### src/rtl/edge_frame_ctrl_if.sv
// Camera-side stimulus and display-side results of the edge frame sequencer.
// The sequencer takes the slave view; whatever drives the camera stream takes the master view.
interface edge_frame_ctrl_if;
    logic        edge_req;
    logic        frame_start;
    logic        pix_valid;
    logic [7:0]  in_R;
    logic [7:0]  in_G;
    logic [7:0]  in_B;
    logic [7:0]  edge_R_in;
    logic        edge_ready;
    logic        err_clr;

    logic [7:0]  pix_R;
    logic [7:0]  pix_G;
    logic [7:0]  pix_B;
    logic [12:0] row;
    logic [12:0] col;
    logic        edge_en;
    logic [7:0]  out_R;
    logic [7:0]  out_G;
    logic [7:0]  out_B;
    logic        out_valid;
    logic [1:0]  mode;
    logic [19:0] frame_cycles;
    logic        err_short;
    logic        err_long;

    modport master (
        output edge_req, frame_start, pix_valid, in_R, in_G, in_B,
               edge_R_in, edge_ready, err_clr,
        input  pix_R, pix_G, pix_B, row, col, edge_en, out_R, out_G, out_B,
               out_valid, mode, frame_cycles, err_short, err_long
    );

    modport slave (
        input  edge_req, frame_start, pix_valid, in_R, in_G, in_B,
               edge_R_in, edge_ready, err_clr,
        output pix_R, pix_G, pix_B, row, col, edge_en, out_R, out_G, out_B,
               out_valid, mode, frame_cycles, err_short, err_long
    );
endinterface

### src/rtl/edge_frame_ctrl.sv
// Frame sequencer for edge_detect: pixel->pix/row/col 1 cycle, pixel->out 2 cycles, mode on frame boundaries.
// No backpressure: one pixel per cycle max; pixels beyond a full frame are dropped and flagged.
module edge_frame_ctrl #(
    parameter int IMG_WIDTH     = 640,
    parameter int IMG_HEIGHT    = 480,
    parameter int WARMUP_FRAMES = 2
) (
    input  logic              clk,
    input  logic              rst,
    edge_frame_ctrl_if.slave  bus
);

    typedef enum logic [1:0] {
        IDLE  = 2'd0,
        PRIME = 2'd1,
        RUN   = 2'd2
    } state_t;

    localparam logic [12:0] LAST_COL = 13'(IMG_WIDTH - 1);
    localparam logic [12:0] LAST_ROW = 13'(IMG_HEIGHT - 1);
    localparam logic [1:0]  WARM_CNT = 2'(WARMUP_FRAMES);
    localparam logic [19:0] CYC_MAX  = 20'hFFFFF;

    state_t      state_q, state_d;
    logic [1:0]  prime_cnt_q, prime_cnt_d;
    logic        edge_en_q, edge_en_d;

    logic [12:0] col_cnt_q, col_cnt_d, row_cnt_q, row_cnt_d;
    logic [12:0] col_base, row_base;
    logic        frame_full_q, frame_full_d, full_base;
    logic        any_pix_q, any_pix_d, any_base;
    logic        accept;

    logic [7:0]  pix_r_q, pix_r_d, pix_g_q, pix_g_d, pix_b_q, pix_b_d;
    logic [12:0] row_q, row_d, col_q, col_d;
    logic        pix_vld_q, pix_vld_d;

    logic [7:0]  out_r_q, out_r_d, out_g_q, out_g_d, out_b_q, out_b_d;
    logic [7:0]  edge_pix;
    logic        out_vld_q, out_vld_d;

    logic [19:0] cyc_q, cyc_d, frame_cycles_q, frame_cycles_d;
    logic        fc_armed_q, fc_armed_d;
    logic        err_short_q, err_short_d, err_long_q, err_long_d;

    always_ff @(posedge clk or posedge rst) begin
        if (rst) begin
            state_q     <= IDLE;
            prime_cnt_q <= 2'd0;
        end else begin
            state_q     <= state_d;
            prime_cnt_q <= prime_cnt_d;
        end
    end

    // frame_full_q still describes the frame that is ending when frame_start arrives
    always_comb begin
        state_d     = state_q;
        prime_cnt_d = prime_cnt_q;
        if (bus.frame_start) begin
            case (state_q)
                IDLE: begin
                    if (bus.edge_req) begin
                        state_d     = PRIME;
                        prime_cnt_d = 2'd0;
                    end
                end
                PRIME: begin
                    if (!bus.edge_req) begin
                        state_d = IDLE;
                    end else if (frame_full_q) begin
                        prime_cnt_d = prime_cnt_q + 2'd1;
                        if (prime_cnt_d == WARM_CNT) begin
                            state_d = RUN;
                        end
                    end
                end
                RUN: begin
                    if (!bus.edge_req) begin
                        state_d = IDLE;
                    end
                end
                default: state_d = IDLE;
            endcase
        end
    end

    always_comb begin
        edge_en_d = (state_d != IDLE);
        out_vld_d = pix_vld_q;
        out_r_d   = out_r_q;
        out_g_d   = out_g_q;
        out_b_d   = out_b_q;
        edge_pix  = bus.edge_ready ? bus.edge_R_in : 8'h00;
        if (pix_vld_q) begin
            if (state_q == RUN) begin
                out_r_d = edge_pix;
                out_g_d = edge_pix;
                out_b_d = edge_pix;
            end else begin
                out_r_d = pix_r_q;
                out_g_d = pix_g_q;
                out_b_d = pix_b_q;
            end
        end
    end

    // A coincident frame_start clears position state before the pixel is placed
    always_comb begin
        col_base  = bus.frame_start ? 13'd0 : col_cnt_q;
        row_base  = bus.frame_start ? 13'd0 : row_cnt_q;
        full_base = bus.frame_start ? 1'b0  : frame_full_q;
        any_base  = bus.frame_start ? 1'b0  : any_pix_q;
        accept    = bus.pix_valid & ~full_base;

        col_cnt_d    = col_base;
        row_cnt_d    = row_base;
        frame_full_d = full_base;
        any_pix_d    = any_base;
        pix_r_d      = pix_r_q;
        pix_g_d      = pix_g_q;
        pix_b_d      = pix_b_q;
        row_d        = row_q;
        col_d        = col_q;
        pix_vld_d    = accept;

        if (accept) begin
            pix_r_d   = bus.in_R;
            pix_g_d   = bus.in_G;
            pix_b_d   = bus.in_B;
            row_d     = row_base;
            col_d     = col_base;
            any_pix_d = 1'b1;
            if (col_base == LAST_COL) begin
                col_cnt_d = 13'd0;
                row_cnt_d = row_base + 13'd1;
                if (row_base == LAST_ROW) begin
                    frame_full_d = 1'b1;
                end
            end else begin
                col_cnt_d = col_base + 13'd1;
            end
        end

        err_short_d = (err_short_q & ~bus.err_clr)
                    | (bus.frame_start & ~frame_full_q & any_pix_q);
        err_long_d  = (err_long_q & ~bus.err_clr) | (bus.pix_valid & full_base);

        // cyc_q counts the cycles since the last frame_start, including that one
        cyc_d          = bus.frame_start ? 20'd1 : ((cyc_q == CYC_MAX) ? cyc_q : cyc_q + 20'd1);
        frame_cycles_d = (bus.frame_start && fc_armed_q) ? cyc_q : frame_cycles_q;
        fc_armed_d     = fc_armed_q | bus.frame_start;
    end

    always_ff @(posedge clk or posedge rst) begin
        if (rst) begin
            edge_en_q      <= 1'b0;
            col_cnt_q      <= 13'd0;
            row_cnt_q      <= 13'd0;
            frame_full_q   <= 1'b1;
            any_pix_q      <= 1'b0;
            pix_r_q        <= 8'd0;
            pix_g_q        <= 8'd0;
            pix_b_q        <= 8'd0;
            row_q          <= 13'd0;
            col_q          <= 13'd0;
            pix_vld_q      <= 1'b0;
            out_r_q        <= 8'd0;
            out_g_q        <= 8'd0;
            out_b_q        <= 8'd0;
            out_vld_q      <= 1'b0;
            cyc_q          <= 20'd0;
            frame_cycles_q <= 20'd0;
            fc_armed_q     <= 1'b0;
            err_short_q    <= 1'b0;
            err_long_q     <= 1'b0;
        end else begin
            edge_en_q      <= edge_en_d;
            col_cnt_q      <= col_cnt_d;
            row_cnt_q      <= row_cnt_d;
            frame_full_q   <= frame_full_d;
            any_pix_q      <= any_pix_d;
            pix_r_q        <= pix_r_d;
            pix_g_q        <= pix_g_d;
            pix_b_q        <= pix_b_d;
            row_q          <= row_d;
            col_q          <= col_d;
            pix_vld_q      <= pix_vld_d;
            out_r_q        <= out_r_d;
            out_g_q        <= out_g_d;
            out_b_q        <= out_b_d;
            out_vld_q      <= out_vld_d;
            cyc_q          <= cyc_d;
            frame_cycles_q <= frame_cycles_d;
            fc_armed_q     <= fc_armed_d;
            err_short_q    <= err_short_d;
            err_long_q     <= err_long_d;
        end
    end

    assign bus.pix_R        = pix_r_q;
    assign bus.pix_G        = pix_g_q;
    assign bus.pix_B        = pix_b_q;
    assign bus.row          = row_q;
    assign bus.col          = col_q;
    assign bus.edge_en      = edge_en_q;
    assign bus.out_R        = out_r_q;
    assign bus.out_G        = out_g_q;
    assign bus.out_B        = out_b_q;
    assign bus.out_valid    = out_vld_q;
    assign bus.mode         = state_q;
    assign bus.frame_cycles = frame_cycles_q;
    assign bus.err_short    = err_short_q;
    assign bus.err_long     = err_long_q;

endmodule

### src/flat_wrapper.sv
// flat-port wrapper written by rule: the top's interface ports become plain ports
module edge_frame_ctrl_flat 
#(
    parameter int IMG_WIDTH     = 640,
    parameter int IMG_HEIGHT    = 480,
    parameter int WARMUP_FRAMES = 2
)
  (clk, rst, bus_edge_req, bus_frame_start, bus_pix_valid, bus_in_R, bus_in_G, bus_in_B, bus_edge_R_in, bus_edge_ready, bus_err_clr, bus_pix_R, bus_pix_G, bus_pix_B, bus_row, bus_col, bus_edge_en, bus_out_R, bus_out_G, bus_out_B, bus_out_valid, bus_mode, bus_frame_cycles, bus_err_short, bus_err_long);
  edge_frame_ctrl_if bus_i ();
  input  logic clk;
  input  logic rst;
  input wire logic [$bits(bus_i.edge_req)-1:0] bus_edge_req;
  input wire logic [$bits(bus_i.frame_start)-1:0] bus_frame_start;
  input wire logic [$bits(bus_i.pix_valid)-1:0] bus_pix_valid;
  input wire logic [$bits(bus_i.in_R)-1:0] bus_in_R;
  input wire logic [$bits(bus_i.in_G)-1:0] bus_in_G;
  input wire logic [$bits(bus_i.in_B)-1:0] bus_in_B;
  input wire logic [$bits(bus_i.edge_R_in)-1:0] bus_edge_R_in;
  input wire logic [$bits(bus_i.edge_ready)-1:0] bus_edge_ready;
  input wire logic [$bits(bus_i.err_clr)-1:0] bus_err_clr;
  output wire logic [$bits(bus_i.pix_R)-1:0] bus_pix_R;
  output wire logic [$bits(bus_i.pix_G)-1:0] bus_pix_G;
  output wire logic [$bits(bus_i.pix_B)-1:0] bus_pix_B;
  output wire logic [$bits(bus_i.row)-1:0] bus_row;
  output wire logic [$bits(bus_i.col)-1:0] bus_col;
  output wire logic [$bits(bus_i.edge_en)-1:0] bus_edge_en;
  output wire logic [$bits(bus_i.out_R)-1:0] bus_out_R;
  output wire logic [$bits(bus_i.out_G)-1:0] bus_out_G;
  output wire logic [$bits(bus_i.out_B)-1:0] bus_out_B;
  output wire logic [$bits(bus_i.out_valid)-1:0] bus_out_valid;
  output wire logic [$bits(bus_i.mode)-1:0] bus_mode;
  output wire logic [$bits(bus_i.frame_cycles)-1:0] bus_frame_cycles;
  output wire logic [$bits(bus_i.err_short)-1:0] bus_err_short;
  output wire logic [$bits(bus_i.err_long)-1:0] bus_err_long;
  assign bus_i.edge_req = bus_edge_req;
  assign bus_i.frame_start = bus_frame_start;
  assign bus_i.pix_valid = bus_pix_valid;
  assign bus_i.in_R = bus_in_R;
  assign bus_i.in_G = bus_in_G;
  assign bus_i.in_B = bus_in_B;
  assign bus_i.edge_R_in = bus_edge_R_in;
  assign bus_i.edge_ready = bus_edge_ready;
  assign bus_i.err_clr = bus_err_clr;
  assign bus_pix_R = bus_i.pix_R;
  assign bus_pix_G = bus_i.pix_G;
  assign bus_pix_B = bus_i.pix_B;
  assign bus_row = bus_i.row;
  assign bus_col = bus_i.col;
  assign bus_edge_en = bus_i.edge_en;
  assign bus_out_R = bus_i.out_R;
  assign bus_out_G = bus_i.out_G;
  assign bus_out_B = bus_i.out_B;
  assign bus_out_valid = bus_i.out_valid;
  assign bus_mode = bus_i.mode;
  assign bus_frame_cycles = bus_i.frame_cycles;
  assign bus_err_short = bus_i.err_short;
  assign bus_err_long = bus_i.err_long;
  edge_frame_ctrl #(.IMG_WIDTH(IMG_WIDTH), .IMG_HEIGHT(IMG_HEIGHT), .WARMUP_FRAMES(WARMUP_FRAMES)) u_core (.clk(clk), .rst(rst), .bus(bus_i));
endmodule
### config.mk
export PLATFORM = sky130hd
export DESIGN_NAME = edge_frame_ctrl_flat
export DESIGN_NICKNAME = d
export VERILOG_FILES = /design/src/rtl/edge_frame_ctrl_if.sv /design/src/rtl/edge_frame_ctrl.sv /design/src/flat_wrapper.sv
export SDC_FILE = /design/constraint.sdc
export NUM_CORES = 1
export LEC_CHECK = 0
export BUFFER_PORTS_ARGS = -buffer_cell sky130_fd_sc_hd__buf_2
export CAP_MARGIN = 15
export CORE_MARGIN = 8
export CORE_UTILIZATION = 42
export DETAILED_ROUTE_END_ITERATION = 6
export PLACE_DENSITY = 0.67
export SLEW_MARGIN = 20
export SYNTH_ARGS = -nofsm -noshare
export SYNTH_HDL_FRONTEND = slang
export SYNTH_SLANG_ARGS = --single-unit
export TNS_END_PERCENT = 30
### constraint.sdc
create_clock -name clk -period 7.1 [get_ports clk]
set_clock_uncertainty 0.05 [all_clocks]
set_input_delay 1.42 -clock clk [delete_from_list [all_inputs] [get_ports clk]]
set_output_delay 1.42 -clock clk [all_outputs]
set_load 0.05 [all_outputs]
**Word level (Yosys, flattened, before mapping)**

Cells that the tools add are included.

- Register bits after elaboration: 152
- Input bits: 39
- Output and inout bits: 100
- Word-level logic and storage cells: 83

- Add/sub/neg operators: 4
- Equal/unequal tests: 10
- Multiplexer cells: 29
- Bitwise operators: 12
- Reductions and logical operators: 6

Operator list:

| cell | count |
|---|---|
| two-way mux 13 bit | 6 |
| two-way mux 20 bit | 2 |
| two-way mux 8 bit | 4 |
| adder 13 x 1 -> 13 bit (second input constant) | 2 |
| adder 20 x 1 -> 20 bit (second input constant) | 1 |
| equality test 20 bit (second input constant) | 1 |
| two-way mux 2 bit | 9 |
| equality test 13 x 10 -> 1 bit (second input constant) | 1 |
| equality test 13 x 9 -> 1 bit (second input constant) | 1 |
| bitwise AND 1 bit | 6 |
| two-way mux 1 bit | 6 |
| != test 2 bit (second input constant) | 3 |
| case mux 2 bit (3 select lines) | 1 |
| nonzero test 2 bit | 3 |
| AND reduction 5 bit | 1 |
| equality test 2 bit (second input constant) | 2 |
| case mux 2 bit (2 select lines) | 1 |
| inverter 1 bit | 3 |
| bitwise OR 1 bit | 3 |
| adder 2 x 1 -> 2 bit (second input constant) | 1 |
| equality test 2 x 1 -> 1 bit (second input constant) | 1 |
| zero test 2 bit | 1 |
| != test 2 x 1 -> 1 bit (second input constant) | 1 |
| logical AND 1 bit | 1 |

**Depth between registers and ports, before layout**

Gate-level depths: netlist (run 1).

- Depth after elaboration: 8
- Depth in mapped cells: 10

**Worst setup path before layout (run 1)**

OpenSTA, ideal clock, no wires.

- Path type: input-to-reg
- Start point: input bus_frame_start
- End point: register u_core.row_cnt_q[5]
- Data arrival time: 3117 ps
- Slack: 3801 ps
- Cell stages on the path: 10
- Cell sequence: buf_2 clkbuf_1 nor2b_1 ha_1 nor3b_1 nand4_4 buf_6 nor4_2 xnor2_1 nor2_1

- Word-level cells in the longest chain between the ends: 4

Ends and longest elaborated chain:

| element | line | RTL |
|---|---|---|
| start, declared | flat_wrapper.sv:13 | `input wire logic [$bits(bus_i.frame_start)-1:0] bus_frame_start;` |
| two-way mux 13 bit | edge_frame_ctrl.sv:110 | `col_base = bus.frame_start ? 13'd0 : col_cnt_q;` |
| via u_core.col_base[1] | edge_frame_ctrl.sv:29 | `logic [12:0] col_base, row_base;` |
| equality test 13 x 10 -> 1 bit | edge_frame_ctrl.sv:134 | `if (col_base == LAST_COL) begin` |
| two-way mux 13 bit | edge_frame_ctrl.sv:134 |  |
| two-way mux 13 bit | edge_frame_ctrl.sv:127 | `if (accept) begin` |
| via u_core.row_cnt_d[5] | edge_frame_ctrl.sv:28 | `logic [12:0] col_cnt_q, col_cnt_d, row_cnt_q, row_cnt_d;` |
| end signal, assigned | edge_frame_ctrl.sv:180 | `row_cnt_q <= row_cnt_d;` |
| end, declared | edge_frame_ctrl.sv:28 |  |

The timed path passes the listed nets, and every way through them passes these cells.
A chain may end at the register's enable or synchronous reset.

**Worst setup path in the final report (run 1)**

- Start point: input bus_frame_start
- End point: register u_core.col_q[1], in the netlist u_core.bus.col[1]

- Word-level cells in the longest chain between the ends: 3

Ends and longest elaborated chain:

| element | line | RTL |
|---|---|---|
| two-way mux 1 bit | edge_frame_ctrl.sv:112 | `full_base = bus.frame_start ? 1'b0 : frame_full_q;` |
| inverter 1 bit | edge_frame_ctrl.sv:114 | `accept = bus.pix_valid & ~full_base;` |
| bitwise AND 1 bit | edge_frame_ctrl.sv:114 |  |
| end signal, assigned | edge_frame_ctrl.sv:187 | `col_q <= col_d;` |
| end, declared | edge_frame_ctrl.sv:35 | `logic [12:0] row_q, row_d, col_q, col_d;` |

Several ways; a longest one is shown, not always the timed one.

==> results of run 1 <==
## sequential cells by signal, indices dropped and copies added, names as in the netlist, 13 cells and up
register,cells
u_core.col_cnt_q,13
u_core.row_cnt_q,13
u_core.cyc_q,20
u_core.bus.frame_cycles,20
u_core.bus.col,13
u_core.bus.row,13
## path summary, 6_finish.rpt
check	depth (start not counted)	startpoint	slack, ns	end
setup / recovery	6	bus_frame_start	3.56	u_core.bus.col[1]$_DFFE_PP0P_
hold / removal	1	u_core.fc_armed_q$_DFF_PP0_	0.41	u_core.fc_armed_q$_DFF_PP0_
setup reg to reg	7	u_core.col_cnt_q[0]$_DFF_PP0_	4.72	u_core.row_cnt_q[10]$_DFF_PP0_
hold reg to reg	1	u_core.fc_armed_q$_DFF_PP0_	0.41	u_core.fc_armed_q$_DFF_PP0_
max in group asynchronous	3	rst	4.60	u_core.any_pix_q$_DFFE_PP0P_
min in group asynchronous	2	rst	1.14	u_core.bus.out_B[4]$_DFFE_PP0P_
## final cells by class
class,instances,area [µm²]
well taps,216,270.3
flip-flops and latches,152,3805
clock inverters,14,226.5
fillers,1499,7550
repair buffers,142,720.7
clock buffers,18,439.2
multi-input cells,467,2694
inverters,16,65.06
## stage by stage
step	instance area, µm²	hold slack [ns]	setup WS, ns
final	8220	0.4119	3.563
after floorplan	6703	0.3388	1.539
after CTS	8220	0.4157	3.395
after detailed placement	7555	0.4019	2.935
after global routing	8220	0.4353	3.307
after global placement	7555	0.4011	2.960
## cells by family after synthesis
group           count (synthesis)  share of synthesized area [%]
simple gates                  294                          22.16
buf+inv                        50                          3.080
mux                            20                          3.342
fa+ha+maj                       4                         0.7467
xor+xnor                       26                          3.397
flops                         152                          56.77
compound gates                123                          10.51
## layout by cell type, fill, tap and decap left out, drive strengths merged, types with 3 or more instances in the layout
cell type / count
a211oi: 3
a21oi: 61
a31oi: 5
and3: 14
and4: 3
buf: 142
bufinv: 6
clkbuf: 18
clkinv: 7
dfrtp: 151
ha: 4
inv: 16
mux2: 19
nand2: 127
nand2b: 22
nand3: 17
nand4: 14
nor2: 58
nor2b: 5
nor3: 11
nor4: 9
o21ai: 34
o21bai: 3
o31ai: 4
or2: 3
xnor2: 22
xor2: 4
## routing by layer
layer / vias to the layer above / global-route usage, %
met3: 18 / 5.099
met1: 2544 / 22.64
met2: 165 / 25.32
met5: - / 0
met4: 0 / 5.872
li1: 2535 / -
## power by group
group          internal, mW  leakage, nW  switching (mW)  total [mW]
Sequential            0.907         1.98          0.0313       0.939
Clock                 0.665        0.330           0.362        1.03
Combinational        0.0646         1.72           0.215       0.280
==> flow_metrics.tcl, run 1 <==
set metrics [dict create \
    status "complete, no violations" \
    synth.most_common_cell "dfrtp_1" \
    power_leakage_nw 4.030 \
    irDropWorstVdd_v 0.0001711 \
    clock_path_buffers 2 \
    hold_viol_final 0 \
    fin_util_pct 52.13 \
    num_rows 46 \
    drive_gt1_share_pct 26.58 \
    finalPower_mw 2.245 \
    setup_viol 0 \
    clk_pin_slew_ns 0.06 \
    hp-class "reg -> reg" \
    grt_pass1_vias 5084 \
    synthTopCellsByArea "dfrtp_1 (56%), nand2_1 (7.1%), a21oi_1 (4.6%), mux2_2 (3.2%), nor2_1 (3.2%)" \
    min_period_ns 3.537 \
    wl_met1_mm 7.541 \
    die_y_um 142.3 \
    avgSynthCellArea_um2 10.02 \
    slew_headroom_pct 33.64 \
    io_buffers 138 \
    route.vias.total 5262 \
    syn_area_um2 6703 \
    critical_path_arrival_ns 3.80 \
    ys_seq_area_share_pct 56.77 \
    route.met2.wl_mm 7.602 \
    grt_setup_unrepaired "false" \
    place_hpwl_mm 11.41 \
    cp-end-kind "register" \
    finalCritPeriodShare_pct 49.82 \
    fmax_ghz 0.2827 \
    tightest_slew_ns 0.9872 \
    grt_max_degree 98 \
    htree_levels 4 \
    postCtsResizedCells 0 \
    synth.top_cells.by_count "dfrtp_1 (151), nand2_1 (127), a21oi_1 (61)" \
    die_w_um 142.3 \
    wire_per_inst_um 16.36 \
    start_util_pct 42.50 \
    cts_tree "done" \
    syn_inst 669 \
    crit_type "in -> reg" \
    grt.overflow.total 0 \
    synth_edf_count 0 \
    viasPerCell 5.134 \
    p_per_area_nw_per_um2 273.1 \
    nets 839 \
    cp.required_ns 7.36 \
    yosysWarnings 0 \
    slowest_stage "clkinv_1" \
    final_cells 1025 \
    async_flop_share_pct 100.0 \
    io_pins 139 \
    slew_violations 0 \
    routabilityCongestion 0.8929 \
    wl_met3_mm 1.421 \
    ys_types 60 \
    top_layer_used "met4" \
    ys_ff_latch 152 \
    netlist.area_leader.share_pct 56.37 \
    drtIter0Drc 270 \
    diodes 0 \
    clkSinkCount 152 \
    grt_usage_pct 16.85 \
    syn2layout_area_growth_pct 22.64 \
    crit_buf_inv 3 \
    dpl.cell_count 993 \
    yosysTopAreaCell "dfrtp_1" \
    start_kind "input port" \
    slowest_delay_ns 0.75 \
    core_um2 15770 \
    drc_errors 0 \
    grt_pass1_wl_mm 26.99 \
    critPathTopFamily "buffers and inverters" \
    antenna_found_initial 0 \
    die-area_um2 20260 \
    wirelength_mm 16.77 \
    ant_nets 0 \
    cts_buffers 17 \
    cap_violations 0 \
    tns_ns 0 \
    synth-main-ff-cell "dfrtp_1" \
    cts_setup_buffers 0 \
    drt_first_pass_iters 4 \
    path_max_fanout 56 \
    syn-num-nets 712 \
    crit_chain "buf_2 -> buf_4 -> nand2b_1 -> nand2_2 -> clkinv_1 -> mux2_2" \
    cts-root-buf "clkbuf_16" \
    postCtsHoldBufs 0 \
    clk_latency_ns 0.43 \
]
(Power assumes the default switching activity.)
==> run 2: changes to the inputs <==
Clock period 7.1 ns to 3.5 ns, I/O delays scaled along.
==> run 2 against run 1 <==
  * Count of clock-buffer cells in the layout up 1
  * Core utilization up 0.36 points
  * Sequential power up 100%
  * Clock power up 100%
  * Hold slack worse by 0.16 ns
  * Register-to-register slack worse by 3.5 ns
  * Sequential cell count unchanged
  * Non-clock buffer count up 4
  * Die area unchanged
  * Global-route usage down 0.16 points
  * Via count up 0.70%
  * First-iteration DRC count down 3.0%
  * Critical path type is now reg -> reg
  * Critical endpoint is now u_core.cyc_q[6]$_DFFE_PP0P_
==> flow_metrics.tcl, run 2 (synthesis results as in run 1) <==
set metrics [dict create \
    status "complete, no violations" \
    cp-end-kind "register" \
    final_common_cell "dfrtp_1" \
    postCtsResizedCells 0 \
    worst_r2r_startpoint "u_core.cyc_q[9]$_DFFE_PP0P_" \
    slew_violations 0 \
    drtIter0Drc 262 \
    finalPower_mw 4.538 \
    power_leakage_nw 4.050 \
    fill_cells 1482 \
    p_per_area_nw_per_um2 548.2 \
    diodes 0 \
    cts-root-buf "clkbuf_16" \
    path_max_fanout 11 \
    drc_errors 0 \
    core_um2 15770 \
    setup_viol 0 \
    start_util_pct 42.50 \
    start_kind "register" \
    slew_headroom_pct 29.09 \
    grt_pass1_vias 5079 \
    min_period_ns 2.324 \
    crit_end "u_core.cyc_q[6]$_DFFE_PP0P_" \
    cts_tree "done" \
    num_rows 46 \
    route.vias.total 5299 \
    wire_per_inst_um 16.10 \
    tns_ns 0 \
    hold_viol_final 0 \
    syn2layout_area_growth_pct 23.50 \
    reg2reg_depth 5 \
    tightest_slew_ns 1.055 \
    grt_usage_pct 16.69 \
    finalCritPeriodShare_pct 66.39 \
    die_w_um 142.3 \
    htree_levels 4 \
    grt_max_degree 76 \
    hp-class "in -> async" \
    reg2reg_to "u_core.cyc_q[6]$_DFFE_PP0P_" \
    clkSinkCount 152 \
    ant_nets 0 \
    antenna_found_initial 0 \
    hold_ws_ns 0.2555 \
    startpoint "u_core.cyc_q[9]$_DFFE_PP0P_" \
    io_pins 139 \
    final_cell_mix "dfrtp_1 (151), buf_2 (138), nand2_1 (126), a21oi_1 (61), nor2_1 (57)" \
    io_buffers 138 \
    fin_util_pct 52.49 \
    routabilityCongestion 0.8994 \
    crit_type "reg -> reg" \
    die_y_um 142.3 \
    fmax_ghz 0.4304 \
    grt_setup_unrepaired "false" \
    drt_first_pass_iters 4 \
    clk_pin_slew_ns 0.06 \
    grt.overflow.total 0 \
    rrSetupSlack_ns 1.18 \
    postPlaceCellArea_um2 7621 \
    drive_gt1_share_pct 26.60 \
    cts_buffers 17 \
    die-area_um2 20260 \
    nets 843 \
    clock_path_buffers 2 \
    irDropWorstVdd_v 0.0003263 \
    cts_setup_buffers 0 \
    cap_violations 0 \
    postCtsHoldBufs 0 \
    final_cell_area_um2 8278 \
    wirelength_mm 16.56 \
    grt_pass1_wl_mm 26.90 \
    cp.required_ns 3.75 \
    clk_latency_ns 0.42 \
    viasPerCell 5.155 \
    critical_path_arrival_ns 2.57 \
    place_hpwl_mm 11.42 \
]
## run 2: final cells by class
type / count / area (µm²) / area share, %
Clock buffer: 19 / 432.9 / 5.230
Clock inverter: 12 / 224.0 / 2.706
Inverter: 16 / 63.81 / 0.7709
Multi-Input combinational cell: 467 / 2694 / 32.54
Sequential cell: 152 / 3805 / 45.96
Tap cell: 216 / 270.3 / 3.265
Timing Repair Buffer: 146 / 788.3 / 9.522
## run 2: worst max-delay path, stage by stage, from the launching register on
cell	delay [ns]
dfrtp_1	0.46
nand4_1	0.24
nor4_2	0.97
a21oi_1	0.22
xnor2_1	0.21
nor2_1	0.05
## run 2: through the flow
step           setup WS, ns  cells
6_report              1.176   1028
5_1_grt              0.9284   1028
4_1_cts               1.202   1028
3_5_place_dp         0.7593    997
3_3_place_gp         0.8327    997
2_1_floorplan        0.8339    669
## run 2: worst min path at each step
stage / depth (start not counted) / startpoint / end / slack (ns)
finish: 2 / rst / u_core.bus.col[12]$_DFFE_PP0P_ / 0.26
global route: 2 / rst / u_core.bus.col[12]$_DFFE_PP0P_ / 0.28
CTS: 2 / rst / u_core.bus.col[5]$_DFFE_PP0P_ / 0.25
detailed placement: 1 / u_core.fc_armed_q$_DFF_PP0_ / u_core.fc_armed_q$_DFF_PP0_ / 0.40
global placement: 1 / u_core.fc_armed_q$_DFF_PP0_ / u_core.fc_armed_q$_DFF_PP0_ / 0.40
floorplan: 0 / u_core.out_vld_d$_DFF_PP0_ / u_core.bus.out_valid$_DFF_PP0_ / 0.34
## run 2: routing by layer
layer	share of wire (%)	track usage (%)	vias up
met1	46	21.95	2558
met3	7.6	4.629	20
met2	45	26.20	166
met5	0	0	-
met4	1.4	5.257	0
li1	-	-	2555
## run 2: power by group
part	internal [mW]	total, mW	switching (mW)
combinational	0.138	0.567	0.430
clock	1.34	2.06	0.724
sequential	1.84	1.91	0.0704
total	3.31	4.54	1.22
==> run 3: changes to the inputs <==
Settings changed: ABC_AREA from default to 1.
Clock period 3.5 ns to 2.3 ns, I/O delays scaled along.
==> run 3 against run 2 <==
  * Non-clock buffer count grew 15
  * Design area grew 2.8%
  * Combinational power grew 52%
  * Wire length grew 5.7%
  * Synthesized cell count grew 19%
  * Cell count grew 14%
  * Sequential power grew 50%
  * Register-to-register slack lost 0.84 ns
  * Critical path type unchanged
==> flow_metrics.tcl, run 3 <==
set metrics [dict create \
    die_y_um 143.2 \
    avgSynthCellArea_um2 8.574 \
    setup_viol 0 \
    grt_pass1_wl_mm 28.03 \
    synth_simple_gate_area_share_pct 23.92 \
    clock_path_buffers 2 \
    start_util_pct 42.96 \
    num_rows 46 \
    grt_pass1_vias 5499 \
    syn_inst 793 \
    critical_path_arrival_ns 2.25 \
    top_layer_used "met4" \
    start_kind "register" \
    cp-end-kind "register" \
    final_cell_mix "nand2_1 (225), dfrtp_1 (151), buf_2 (138), inv_1 (84), nor2_1 (74)" \
    die_w_um 143.2 \
    synth_edf_count 0 \
    synthTopCellsByArea "dfrtp_1 (56%), nand2_1 (12%), o21ai_0 (5.3%), inv_1 (4.7%), nor2_1 (4.1%)" \
    io_buffers 138 \
    ant_nets 0 \
    min_period_ns 1.968 \
    fin_util_pct 53.76 \
    slew_violations 0 \
    wirelength_mm 17.50 \
    syn2layout_area_growth_pct 25.16 \
    antenna_found_initial 0 \
    routabilityCongestion 0.8658 \
    viasPerCell 4.878 \
    crit_type "reg -> reg" \
    yosysWarnings 0 \
    core_um2 15830 \
    fmax_ghz 0.5082 \
    grt_max_degree 71 \
    hp-class "in -> async" \
    diodes 0 \
    drtIter0Drc 418 \
    drive_gt1_share_pct 22.88 \
    synth_xor_area_share_pct 2.190 \
    clk_latency_ns 0.42 \
    ys_types 35 \
    ys_seq_area_share_pct 55.96 \
    cts_buffers 17 \
    synth_compound_area_share_pct 9.661 \
    nets 986 \
    cp.required_ns 2.59 \
    status "complete, no violations" \
    cts-root-buf "clkbuf_16" \
    io_pins 139 \
    postCtsResizedCells 0 \
    tightest_slew_ns 0.6076 \
    path_max_fanout 8 \
    wl_met1_mm 7.817 \
    ys_ff_latch 152 \
    die-area_um2 20510 \
    cap_violations 0 \
    cts_setup_buffers 0 \
    wl_met3_um 891 \
    clkSinkCount 152 \
    htree_levels 4 \
    tns_ns 0 \
    netlist.area_leader.share_pct 55.58 \
    wire_per_inst_um 14.97 \
    fill_cells 1480 \
    slew_headroom_pct 59.41 \
    finalCritPeriodShare_pct 85.55 \
    grt_setup_unrepaired "false" \
    irDropWorstVdd_v 0.0004819 \
    yosysTopAreaCell "dfrtp_1" \
    drc_errors 0 \
    clk_pin_slew_ns 0.06 \
    synth.top_cells.by_count "nand2_1 (225), dfrtp_1 (151), inv_1 (85)" \
    yosys.area_share.adder_pct 0.7361 \
    async_flop_share_pct 100.0 \
    postCtsHoldBufs 0 \
    grt_usage_pct 17.32 \
    syn-num-nets 836 \
    synth.most_common_cell "nand2_1" \
    cts_tree "done" \
    place_hpwl_mm 12.83 \
    synth-main-ff-cell "dfrtp_1" \
    syn_area_um2 6799 \
    synth.area.mux_share_pct 0.6625 \
    drt_first_pass_iters 5 \
    grt.overflow.total 0 \
    route.met2.wl_mm 8.459 \
    route.vias.total 5702 \
    power_leakage_nw 4.381 \
    final_common_cell "nand2_1" \
    p_per_area_nw_per_um2 803.0 \
    hold_viol_final 0 \
    synth_top_family_by_area "simple AND/OR/NAND/NOR gates" \
]
run 3: layout make-up:
type	count	area [µm²]	area share, %
repair buffers	161	913.4	10.73
inverters	88	334.1	3.926
clock buffers	22	494.2	5.808
flip-flops and latches	152	3805	44.71
clock inverters	7	165.2	1.941
multi-input cells	523	2527	29.70
well taps	216	270.3	3.176
run 3: final timing paths:
path,start,endpoint,slack [ns],cells after the start
min reg2reg,u_core.fc_armed_q$_DFF_PP0_,u_core.fc_armed_q$_DFF_PP0_,0.42,1
max in group asynchronous,rst,u_core.bus.pix_B[6]$_DFFE_PP0P_,1.43,3
max reg2reg,u_core.col_cnt_q[1]$_DFF_PP0_,u_core.frame_full_q$_DFF_PP1_,0.33,11
max,u_core.col_cnt_q[1]$_DFF_PP0_,u_core.frame_full_q$_DFF_PP1_,0.33,11
min in group clk,bus_in_G[0],u_core.bus.pix_G[0]$_DFFE_PP0P_,0.18,3
min,rst,u_core.bus.mode[0]$_DFF_PP0_,0.07,2
run 3: cell families after synthesis:
logic type / Yosys count
simple gates: 381
flops: 152
buf+inv: 118
compound gates: 117
xor+xnor: 17
mux: 4
fa+ha+maj: 4
run 3: through the flow:
step	setup slack (ns)	power [mW]	instances	area (µm²)	hold slack, ns
final	0.3324	6.833	1169	8509	0.06887
after global routing	0.1339	7.087	1169	8509	0.09670
after CTS	0.3428	6.897	1169	8509	0.07239
after detailed placement	0.1248	3.786	1140	7850	0.4036
after global placement	0.2040	3.778	1140	7850	0.4028
after floorplan	-0.1261	3.519	793	6803	0.3388
run 3: worst max-delay path: stages, from the launching register on:
cell     delay, ns
dfrtp_1       0.36
inv_1         0.04
nor2_1        0.17
ha_1          0.21
nand2_1       0.06
inv_1         0.04
nand2_1       0.11
nor2_4        0.15
nand3_2       0.23
inv_2         0.18
nand3_1       0.12
o21ai_1       0.18
run 3: metal layers:
layer,track usage [%],vias to the layer above
met5,0,-
met4,6.752,0
met3,3.973,28
met2,27.81,135
met1,22.28,2682
li1,-,2857
run 3: report_power, final:
part	switching, mW	internal [mW]
Clock	1.05	2.05
Combinational	0.660	0.201
Sequential	0.0755	2.79
